File: config.mk
export PLATFORM = sky130hd
export DESIGN_NAME = aes_128_core_sched
export DESIGN_NICKNAME = d
export VERILOG_FILES = /design/src/rtl/aes_128_core_sched.sv
export SDC_FILE = /design/constraint.sdc
export NUM_CORES = 1
export LEC_CHECK = 0
export ABC_AREA = 1
export CORE_MARGIN = 4
export CORE_UTILIZATION = 37
export CTS_CLUSTER_DIAMETER = 150
export DETAILED_ROUTE_END_ITERATION = 8
export MAX_ROUTING_LAYER = met4
export RECOVER_POWER = 25
export SYNTH_ARGS = -nofsm -noshare
export SYNTH_HDL_FRONTEND = slang
export SYNTH_SLANG_ARGS = --single-unit
File: constraint.sdc
create_clock -name clk_i -period 2.8 [get_ports clk_i]
set_input_delay 0.56 -clock clk_i [delete_from_list [all_inputs] [get_ports clk_i]]
set_output_delay 0.56 -clock clk_i [all_outputs]
set_load 0.05 [all_outputs]
File: src/rtl/aes_128_core_sched.sv
`default_nettype none
// ============================================================================
// Module      : aes_128_core_sched
// Description : Round-robin scheduler that time-shares one AES-128 core among
//               N channels, with load sequencing, drain tracking and watchdog.
// Revision    : 1.0 - initial release
// ============================================================================
module aes_128_core_sched #(
    parameter int N        = 4,
    parameter int SEL_W    = 2,
    parameter int LOAD_CYC = 2,
    parameter int TIMEOUT  = 40
) (
    input  logic             clk_i,
    input  logic             kill_i,
    input  logic [N-1:0]     req_i,
    output logic [N-1:0]     gnt_o,
    output logic [SEL_W-1:0] sel_o,
    output logic             core_in_en_o,
    output logic             core_kill_o,
    input  logic             core_out_en_i,
    output logic [N-1:0]     done_o,
    output logic [N-1:0]     err_o,
    output logic             busy_o
);

    typedef enum logic [2:0] {
        S_IDLE  = 3'd0,
        S_LOAD  = 3'd1,
        S_RUN   = 3'd2,
        S_DRAIN = 3'd3,
        S_ABORT = 3'd4
    } state_t;

    localparam logic [1:0]       c_LOAD_LAST = 2'(LOAD_CYC - 1);
    localparam logic [7:0]       c_WD_LAST   = 8'(TIMEOUT - 1);
    localparam logic [SEL_W-1:0] c_IDX_LAST  = SEL_W'(N - 1);
    localparam logic [N-1:0]     c_ONE       = {{(N-1){1'b0}}, 1'b1};

    state_t           state_q, state_d;
    logic [N-1:0]     gnt_q, gnt_d;
    logic [SEL_W-1:0] sel_q, sel_d;
    logic [SEL_W-1:0] ptr_q, ptr_d;
    logic             in_en_q, in_en_d;
    logic             ckill_q, ckill_d;
    logic [N-1:0]     done_q, done_d;
    logic [N-1:0]     err_q, err_d;
    logic             busy_q, busy_d;
    logic [1:0]       load_q, load_d;
    logic [7:0]       wd_q, wd_d;

    logic             w_hit;
    logic [SEL_W-1:0] w_pick;
    logic [SEL_W-1:0] w_cand;

    function automatic logic [SEL_W-1:0] wrap_inc(input logic [SEL_W-1:0] v);
        if (v == c_IDX_LAST) begin
            return '0;
        end
        return v + 1'b1;
    endfunction

    // First requester at or after ptr, wrapping modulo N.
    always_comb begin
        w_hit  = 1'b0;
        w_pick = ptr_q;
        w_cand = ptr_q;
        for (int k = 0; k < N; k++) begin
            if (!w_hit && req_i[w_cand]) begin
                w_hit  = 1'b1;
                w_pick = w_cand;
            end
            w_cand = wrap_inc(w_cand);
        end
    end

    always_comb begin
        state_d = state_q;
        gnt_d   = gnt_q;
        sel_d   = sel_q;
        ptr_d   = ptr_q;
        in_en_d = in_en_q;
        ckill_d = 1'b0;
        done_d  = '0;
        err_d   = '0;
        load_d  = load_q;
        wd_d    = wd_q;
        case (state_q)
            S_IDLE: begin
                if (w_hit) begin
                    state_d = S_LOAD;
                    gnt_d   = c_ONE << w_pick;
                    sel_d   = w_pick;
                    in_en_d = 1'b1;
                    load_d  = '0;
                end
            end
            S_LOAD: begin
                if (load_q == c_LOAD_LAST) begin
                    state_d = S_RUN;
                    in_en_d = 1'b0;
                    wd_d    = '0;
                end else begin
                    load_d = load_q + 2'd1;
                end
            end
            S_RUN: begin
                // Output valid takes priority over a coincident watchdog expiry.
                if (core_out_en_i) begin
                    state_d = S_DRAIN;
                end else if (wd_q == c_WD_LAST) begin
                    state_d = S_ABORT;
                    ckill_d = 1'b1;
                    err_d   = gnt_q;
                    gnt_d   = '0;
                end else begin
                    wd_d = wd_q + 8'd1;
                end
            end
            S_DRAIN: begin
                if (!core_out_en_i) begin
                    state_d = S_IDLE;
                    done_d  = gnt_q;
                    gnt_d   = '0;
                    ptr_d   = wrap_inc(sel_q);
                end
            end
            S_ABORT: begin
                state_d = S_IDLE;
                ptr_d   = wrap_inc(sel_q);
            end
            default: begin
                state_d = S_IDLE;
                gnt_d   = '0;
                in_en_d = 1'b0;
            end
        endcase
        busy_d = (state_d != S_IDLE);
    end

    always_ff @(posedge clk_i or posedge kill_i) begin
        if (kill_i) begin
            state_q <= S_IDLE;
            gnt_q   <= '0;
            sel_q   <= '0;
            ptr_q   <= '0;
            in_en_q <= 1'b0;
            ckill_q <= 1'b0;
            done_q  <= '0;
            err_q   <= '0;
            busy_q  <= 1'b0;
            load_q  <= '0;
            wd_q    <= '0;
        end else begin
            state_q <= state_d;
            gnt_q   <= gnt_d;
            sel_q   <= sel_d;
            ptr_q   <= ptr_d;
            in_en_q <= in_en_d;
            ckill_q <= ckill_d;
            done_q  <= done_d;
            err_q   <= err_d;
            busy_q  <= busy_d;
            load_q  <= load_d;
            wd_q    <= wd_d;
        end
    end

    assign gnt_o        = gnt_q;
    assign sel_o        = sel_q;
    assign core_in_en_o = in_en_q;
    assign core_kill_o  = ckill_q;
    assign done_o       = done_q;
    assign err_o        = err_q;
    assign busy_o       = busy_q;

endmodule
`default_nettype wire

# Yosys cells after proc, flatten, opt, wreduce, memory -nomap -nowiden
# Cells that the tools add are included.
[classes]
addsub = 6
n_mul = 0
div = 0
magnitude_cmp = 4
eq_ne = 17
shift = 1
n_mux = 62
n_bitwise = 2
n_reduce_logical = 19
[ops]
columns = ["cell", "n"]
rows = [
  ["$mux 4", 9],
  ["$mux 2", 15],
  ["$mux 8", 3],
  ["$mux 1", 20],
  ["$pmux 4 s4", 1],
  ["$pmux 8 s2", 1],
  ["$mux 3", 5],
  ["$ne 2x2->1 const B", 7],
  ["$lt 2x3->1 const B", 4],
  ["$pmux 3 s4", 1],
  ["$add 2x1->2 const B", 5],
  ["$add 8x1->8 const B", 1],
  ["$bmux 1 s2", 4],
  ["$eq 2x2->1 const B", 4],
  ["$eq 8x6->1 const B", 1],
  ["$pmux 2 s2", 2],
  ["$eq 3x2->1 const B", 2],
  ["$reduce_and 3->1", 2],
  ["$reduce_bool 2->1", 3],
  ["$reduce_and 5->1", 1],
  ["$reduce_and 2->1", 2],
  ["$reduce_and 4->1", 1],
  ["$shl 1x2->4 const A", 1],
  ["$eq 3x1->1 const B", 1],
  ["other kinds (10)", 15],
]
[word_totals]
regBits = 32
latchBits = 0
ramBits = 0
mem_bits_ro = 0
in_bits = 7
mem_count = 0

# Depth between registers and ports, before layout
# Gate-level depths: netlist of the first run.
[depth]
ltp_word = 16
mapped_depth = 14
depth_no_buf = 14

# Worst setup path before layout of the first run
# Ideal clock, no wire load.
[synth_path]
path_type = "reg2reg"
from = "register ptr_q[1]"
to = "register gnt_q[0] (netlist: gnt_o[0])"
setup_time_ps = 118
arrival_time_ps = 1611
t_required_ps = 2682
slack_ps = 1071
path_stages_with_launch = 12
period_less_slack_ps = 1729
path_cell_list = "dfrtp_1 > ha_1 > inv_2 > nand3_1 > nand2_1 > nand2_4 > inv_2 > nand3_1 > nand2_2 > inv_1 > nand3_1 > nand2_1"
[synth_via]
elab_chain_cells = 16
word_cells_on_any_way = 38
cone_classes = "add/sub (3); eq/ne (4); shift (1); mux (23); reduce/logical (7)"
[synth_rtl]
columns = ["element", "line", "text"]
rows = [
  ["start: declaration", "43", "logic [SEL_W-1:0] ptr_q, ptr_d;"],
  ["start signal: assignment", "158", "ptr_q <= ptr_d;"],
  ["parallel branches: the longest is 16 deep, another holds $add 2x1->2", "--", ""],
  ["end signal: assignment", "156", "gnt_q <= gnt_d;"],
  ["end: declaration", "41", "logic [N-1:0] gnt_q, gnt_d;"],
]
# Parallel ways; which one is timed is not known. The select of a mux whose other input is x is not followed.
# A chain may end at the register's enable or synchronous reset.

# Final worst setup path of the first run
[layout_path]
from = "register ptr_q[0]"
to = "register busy_q (netlist: busy_o)"
[layout_via]
elab_chain_cells = 16
word_cells_on_any_way = 33
cone_classes = "add/sub (3); eq/ne (3); mux (20); reduce/logical (7)"
[layout_rtl]
columns = ["element", "line", "text"]
rows = [
  ["parallel branches: the longest is 12 deep, another holds $add 2x1->2", "--", ""],
  ["$mux 1 (*)", "69", "if (!w_hit && req_i[w_cand]) begin"],
  ["$mux 3 (*)", "90", "if (w_hit) begin"],
  ["$pmux 3 s4 (*)", "88", "case (state_q)"],
  ["$reduce_bool 3->1 (*)", "138", "busy_d = (state_d != S_IDLE);"],
  ["net busy_d", "48", "logic busy_q, busy_d;"],
  ["end signal: assignment", "163", "busy_q <= busy_d;"],
  ["end: declaration", "48", ""],
]
# Mark *: on every way through the listed nets, which the timed path passes. The select of a mux whose other input is x is not followed.

==> results of run 1 <==
## power by group through the flow
| stage | logic [mW] | registers [mW] | clock network [mW] |
|---|---|---|---|
| 2_1_floorplan | 1.11 | 0.810 | 0 |
| 3_3_place_gp | 1.53 | 0.686 | 0 |
| 3_5_place_dp | 1.53 | 0.685 | 0 |
| 4_1_cts | 1.54 | 0.678 | 0.389 |
| 5_1_grt | 1.72 | 0.693 | 0.415 |
| 6_report | 1.52 | 0.678 | 0.373 |
## worst min-delay path: cells and delay by family (launching register included)
kind	cells	cell delay (ns)
flip-flops	1	0.36
AND/OR/NAND/NOR	2	0.12
## worst min-delay path by stage
stage                     cells after the start                  endpoint                startpoint  slack [ns]
after floorplan                               1     load_q[0]$_DFFE_PP0P_     load_q[0]$_DFFE_PP0P_        0.47
after global placement                        2  core_in_en_o$_DFFE_PP0P_  core_in_en_o$_DFFE_PP0P_        0.49
after detailed placement                      2  core_in_en_o$_DFFE_PP0P_  core_in_en_o$_DFFE_PP0P_        0.49
after CTS                                     2  core_in_en_o$_DFFE_PP0P_  core_in_en_o$_DFFE_PP0P_        0.51
after global routing                          2  core_in_en_o$_DFFE_PP0P_  core_in_en_o$_DFFE_PP0P_        0.54
final                                         2  core_in_en_o$_DFFE_PP0P_  core_in_en_o$_DFFE_PP0P_        0.51
## layer usage
metal  part of all wire  vias up
met5                  0        -
met4              0.018        0
met3              0.033        5
met2               0.45       22
met1               0.50      688
li1                   -      828
## per-stage QoR
stage / cells / hold WS [ns] / power, mW
floorplan: 239 / 0.469 / 1.92
global placement: 328 / 0.489 / 2.21
detailed placement: 328 / 0.485 / 2.21
CTS: 335 / 0.512 / 2.60
global route: 335 / 0.535 / 2.83
finish: 335 / 0.507 / 2.57
## cell families after synthesis
logic type / after synthesis
AND/OR/NAND/NOR: 145
XOR/XNOR: 6
AO/OA/AOI/OAI: 18
flip-flops: 32
buffers and inverters: 34
adder cells (fa/ha/maj): 4
## registers in the layout, summed over array words and instances (netlist names)
register and count:
ptr_q 2, busy_o 1, core_in_en_o 1, gnt_o 4
core_kill_o 1, state_q 3, load_q 2, wd_q 8
sel_o 2, done_o 4, err_o 4
## cell type report
type / instances / share of cell area
Inverter: 32 / 0.0562
Multi-Input combinational cell: 173 / 0.407
Tap cell: 67 / 0.0369
Timing Repair Buffer: 24 / 0.105
Sequential cell: 32 / 0.352
Clock buffer: 7 / 0.0424
## cells in the final DEF (no fill, tap or decap), types with 2 or more instances in the layout
cell,n
o21ai_0,3
nand2_1,74
inv_2,3
nor2_4,3
nor2_2,3
nand3_1,21
o21ai_1,4
o31ai_1,5
xnor2_1,4
nor2_1,16
a21oi_1,2
xor2_1,2
clkbuf_8,7
nor3_1,5
nand2_2,8
dfrtp_1,32
ha_1,4
clkdlybuf4s50_1,22
nand2_4,4
nand4_1,5
inv_1,28
nand3_2,3
==> impl_results.md, run 1 <==
* Synth cell count leaders: 74 x nand2_1, 32 x dfrtp_1, 28 x inv_1
* First-pass GRT wire length at around 6500 microns
* Comb power frac at 0.591
* Slowest-stage cell, CP: dfrtp_1
* Worst Max-Slew Pin Slew at ~0.5 ns
* Clock Power Share at 0.145
* Syn_nets at 250
* Netlist cell types at 29
* Area post-placement at approximately 2200 sq um
* Layout cells sized above 1 at 0.134
* Crit path max fanout at 10
* FF-to-FF setup slack at approximately 0.62 ns
* Port buffer count at 23
* WP buf/inv at 2
* Area contributors post-synth: dfrtp_1 43%, nand2_1 15%, inv_1 5.6%
* Critical Path End: busy_o$_DFF_PP0_
* Hold Fails Final Rpt at 0
* Slew HR at 0.660
* GP Congestion at 0.808
* Setup TNS at 0 ns
* Crit path capture type: register
* Initial Util at 0.390
* Yosys reg bits at 32
* Synth Area in Simple Gates at 0.379
* Net Sw Frac at 0.507
* Clk_lat worst skew at about 0.28 ns
* H-Tree Depth at 2
* Compound-Gate Fraction of Synth Area at 0.0600
* I/O Pins at 24
* DP Wirelength at 2860 microns
* Utilization after layout at 0.472
* Count leader, synth: nand2_1
* TritonCTS clock tree: built
* Clk sinks at 32
* Initial antenna violation count at 0
* All-Layer GR Usage at 0.133
* Crit path launch: ptr_q[0]$_DFFE_PP0P_
* Hold_buf cts at 0
* Sequential cell area at 801 sq um
* Nets at roughly 280
* Mapped Cells at ~240
* Largest family of logic cells by synthesized area: simple AND/OR/NAND/NOR gates
* Via Count at roughly 1,500
* CP Cell Sequence: ha_1, inv_2, nand3_1, nand2_1, nand2_4, inv_2, nand3_1, nand2_2, nand2_2, nor2_2, nand2_1
* Peak VDD IR at 0.408 mV
* Period minus WS final at 2.18 ns
* Remaining global-route overflow at 0
* Ant diodes at 0
* Multi-input logic area at about 930 sq um
* Post-Syn Area at around 1900 sq um
* Leading area contributor after synthesis: dfrtp_1
* Status: complete, no violations
* Met3 Usage GRT at 0.0283
* Iteration count of the initial detailed-routing pass at 4
* FMAX at roughly 460 MHz
* Root buf cell: clkbuf_8
* Crit path kind: register to register
* Final Instance Area at 2270 sq um
* GRT busiest layer: met2
* Startpoint Class: register
* Internal at 1.27 mW
* Fillcell total at between 400 and 500
* Share of the synthesized area in the top cell type at 0.427
* CP Data Arrival Time at roughly 2.3 ns
* Setup Buffers After CTS at 0
* Die X at 79.2 microns
* Place WS at between 0.6 and 0.7 ns
* Wire length per cell at between 10 and 15 microns
* Starting DRT DRC Count at between 50 and 60
* Reg power frac at 0.264
* Avg Cell Area, Syn at just under 8 sq um
* Post-route setup slack at approximately 0.62 ns
* Largest stage delay, worst path at 0.66 ns
* DRC at 0
* Warnings from Yosys at 0
* Max cap viols at 0
* CP top delay family: simple AND/OR/NAND/NOR gates
* WP data required at around 3.0 ns
* FFs w/ async S/R, synth at 1.00
* Worst r2r src: ptr_q[0]$_DFFE_PP0P_
* PwrDens at 1130 nW/um^2
* CTS buffer count at 5
* Clock buffer depth at 2
* Std-Cell Rows at 25
* ANT nets after route at 0
* Grt met2 use at 0.205
* Switch Pwr at 1.30 mW
* Synth Area in Adders at 0.0267
* Cells on worst reg2reg path at 11
* R2r endpoint: busy_o$_DFF_PP0_
* Synth Area in XOR/XNOR at 0.0280
* Area grow syn2layout at 21.1%
* Clk_skew at approximately 0.0056 ns
* Clk pin slew, worst setup/hold paths at roughly 0.060 ns
* Period utilization at 0.778
* WP depth at 11
* Max Slew Vio Count at 0
* Vias in the first global route at about 1,400
* Met1 Use GR at 0.175
* Leakage power total at ~1.1 nW
* Largest net degree at the start of global routing at 33
* Die area at between 6000 and 7000 sq um
* Final setup vio count at 0
* Main synth FF type: dfrtp_1
* HP Class: register to register
* Core ar. at about 4800 sq um
* Final wirelength at 3630 microns
* Via density at roughly 4.6
* Resized cells post-CTS at 0
* Mux cell area share after synthesis at 0
* Die Ht at approximately 79 microns
* Sequential-to-total area share from yosys stat at 0.427
* Unrepaired setup endpoints after global routing: false
* EDFF count, synth at 0
(Power assumes the default switching activity.)
==> run 2: changes to the inputs <==
Clock period 2.8 ns to 2.3 ns, I/O delays scaled along.
==> run 2 against run 1 <==
Non-clock buffer count rose by 1. Combinational power up 25%. Via count unchanged. Critical path depth decreased by 10. Final cell count increased by 0.60%. First-iteration DRC count up 25%. Clock power grew 18%.
==> impl_results.md, run 2 (same netlist as run 1, synthesis figures left out) <==
* Die area at 6280 sq um (unchanged)
* Slew HR at 0.491 (was 0.660)
* Fillcell total at 494 (was 493)
* Max cap viols at 0 (unchanged)
* WP buf/inv at 1 (was 2)
* Post-route setup slack at 0.312 ns (was 0.622 ns)
* Period minus WS final at 1.99 ns
* First-pass GRT wire length at 6580 microns (was 6460 microns)
* WP data required at 1.84 ns (was 2.96 ns)
* Multi-input logic area at 926 sq um (unchanged)
* Std-Cell Rows at 25 (unchanged)
* Area grow syn2layout at 21.0% (was 21.1%)
* Cells on worst reg2reg path at 11 (unchanged)
* GP Congestion at 0.826 (was 0.808)
* Remaining global-route overflow at 0 (unchanged)
* Port buffer count at 23 (unchanged)
* ANT nets after route at 0 (unchanged)
* Via density at 4.58 (was 4.61)
* Max Slew Vio Count at 0 (unchanged)
* Layout cells sized above 1 at 0.133 (was 0.134)
* TritonCTS clock tree: built (unchanged)
* Commonest non-fill, non-tap cell in the layout: nand2_1 (unchanged)
* Switch Pwr at 1.60 mW (was 1.30 mW)
* I/O Pins at 24 (unchanged)
* Setup TNS at 0 ns (unchanged)
* Hold Startpoint: core_in_en_o$_DFFE_PP0P_ (unchanged)
* CTS buffer count at 5 (unchanged)
* Starting DRT DRC Count at 69 (was 55)
* Startpoint Class: register (unchanged)
* Initial antenna violation count at 0 (unchanged)
* CP top delay family: buffers and inverters (was simple AND/OR/NAND/NOR gates)
* FF-to-FF setup slack at 0.34 ns (was 0.62 ns)
* Clk_skew at 0.00763 ns (was 0.00562 ns)
* Top reg by flops: wd_q (unchanged)
* Leakage power total at 1.12 nW (about the same)
* Final wirelength at 3610 microns (was 3630 microns)
* All-Layer GR Usage at 0.135 (was 0.133)
* Final hold slack at 0.478 ns (was 0.507 ns)
* Hold_buf cts at 0 (unchanged)
* Hold Fails Final Rpt at 0 (unchanged)
* Slowest-stage cell, CP: clkdlybuf4s50_1 (was dfrtp_1)
* Comb power frac at 0.606 (was 0.591)
* HP Class: register to register (unchanged)
* Crit path capture type: output port (was register)
* Wire length per cell at 10.7 microns (was 10.8 microns)
* Initial Util at 0.390 (unchanged)
* Clk sinks at 32 (unchanged)
* Clock buffer depth at 2 (unchanged)
* Crit path kind: register to output port (was register to register)
* Clk_lat worst skew at 0.28 ns (about the same)
* H-Tree Depth at 2 (unchanged)
* Worst Hold Depth at 2 (unchanged)
* Setup Buffers After CTS at 0 (unchanged)
* Net Sw Frac at 0.511 (was 0.507)
* DP Wirelength at 2810 microns (was 2860 microns)
* Utilization after layout at 0.471 (was 0.472)
* Period utilization at 0.864
* Core ar. at 4820 sq um (unchanged)
* Resized cells post-CTS at 0 (unchanged)
* Hold Path Sink: core_in_en_o$_DFFE_PP0P_ (unchanged)
* Peak VDD IR at 0.455 mV (was 0.408 mV)
* Status: complete, no violations (unchanged)
* Final setup vio count at 0 (unchanged)
* Iteration count of the initial detailed-routing pass at 4 (unchanged)
* Number of flip-flops in the largest register at 8 (unchanged)
* Place WS at 0.265 ns (was 0.631 ns)
* DRC at 0 (unchanged)
* R2r endpoint: busy_o$_DFF_PP0_ (unchanged)
* Via Count at 1,543 (unchanged)
* Nets at 280 (was 279)
* Largest net degree at the start of global routing at 33 (unchanged)
* FMAX at 503 MHz
* Sequential cell area at 801 sq um (unchanged)
* Root buf cell: clkbuf_8 (unchanged)
* Commonest cells after routing, fill and taps aside: 74 x nand2_1, 32 x dfrtp_1, 28 x inv_1 (unchanged)
* PwrDens at 1380 nW/um^2 (was 1130 nW/um^2)
* Die X at 79.2 microns (unchanged)
* Clk pin slew, worst setup/hold paths at 0.06 ns (about the same)
* Reg power frac at 0.253 (was 0.264)
* Largest stage delay, worst path at 0.83 ns (was 0.66 ns)
* Internal at 1.53 mW (was 1.27 mW)
* Worst Max-Slew Pin Slew at 0.764 ns (was 0.508 ns)
* Clock Power Share at 0.141 (was 0.145)
* CP Data Arrival Time at 1.53 ns (was 2.34 ns)
* Worst r2r src: ptr_q[1]$_DFFE_PP0P_ (was ptr_q[0]$_DFFE_PP0P_)
* Vias in the first global route at 1,472 (was 1,399)
* Ant diodes at 0 (unchanged)
* Unrepaired setup endpoints after global routing: false (unchanged)
* Crit path max fanout at 4 (was 10)
* Die Ht at 79.2 microns (unchanged)
* CP Cell Sequence: clkdlybuf4s50_1 (was ha_1, inv_2, nand3_1, nand2_1, nand2_4, inv_2, nand3_1, nand2_2, nand2_2, nor2_2, nand2_1)
## run 2: cell count changes in the layout (fill, tap and decap cells not counted), sizes merged
cell | before | now
clkbuf | 7 | 9
## run 2: worst register-to-register path, cell delays in order (launching register included)
cell and delay (ns):
dfrtp_1 0.43, ha_1 0.38, inv_2 0.20, nand3_1 0.10
nand2_1 0.11, nand2_4 0.06, inv_2 0.09, nand3_1 0.09
nand2_2 0.15, nand2_2 0.08, nor2_2 0.10, nand2_1 0.06
## run 2: area by class of cell
type	instances	share of cell area
clock buffers	8	0.0397
inverters	32	0.0562
multi-input cells	173	0.408
flip-flops and latches	32	0.353
well taps	67	0.0369
repair buffers	25	0.107
## run 2: how the worst max path moves through the flow
stage	from	end	slack (ns)	cells after the start
floorplan	ptr_q[1]$_DFFE_PP0P_	gnt_o[0]$_DFFE_PP0P_	0.57	11
global placement	req_i[2]	busy_o$_DFF_PP0_	0.29	11
detailed placement	req_i[2]	gnt_o[2]$_DFFE_PP0P_	0.26	9
CTS	sel_o[0]$_DFFE_PP0P_	sel_o[0]	0.30	1
global route	ptr_q[1]$_DFFE_PP0P_	busy_o$_DFF_PP0_	0.10	11
finish	sel_o[0]$_DFFE_PP0P_	sel_o[0]	0.31	1
## run 2: per-stage QoR
step	instance area [sq um]	cells	power, mW
after floorplan	1880	239	2.33
after global placement	2180	329	2.71
after detailed placement	2180	329	2.72
after CTS	2270	337	3.18
after global routing	2270	337	3.47
final	2270	337	3.13
## run 2: power groups by stage
stage / sequential, mW / clock (mW) / combinational [mW]
4_1_cts: 0.792 / 0.460 / 1.93
3_3_place_gp: 0.803 / 0 / 1.90
2_1_floorplan: 0.986 / 0 / 1.35
5_1_grt: 0.808 / 0.489 / 2.17
6_report: 0.793 / 0.442 / 1.90
3_5_place_dp: 0.802 / 0 / 1.92
## run 2: metal layers
metal  vias up  global-route usage  wire, microns
li1        819                   -              -
met2        26               0.208           1560
met3         6              0.0317            149
met5         -                   -              0
met1       692               0.174           1840
met4         0              0.0515             65
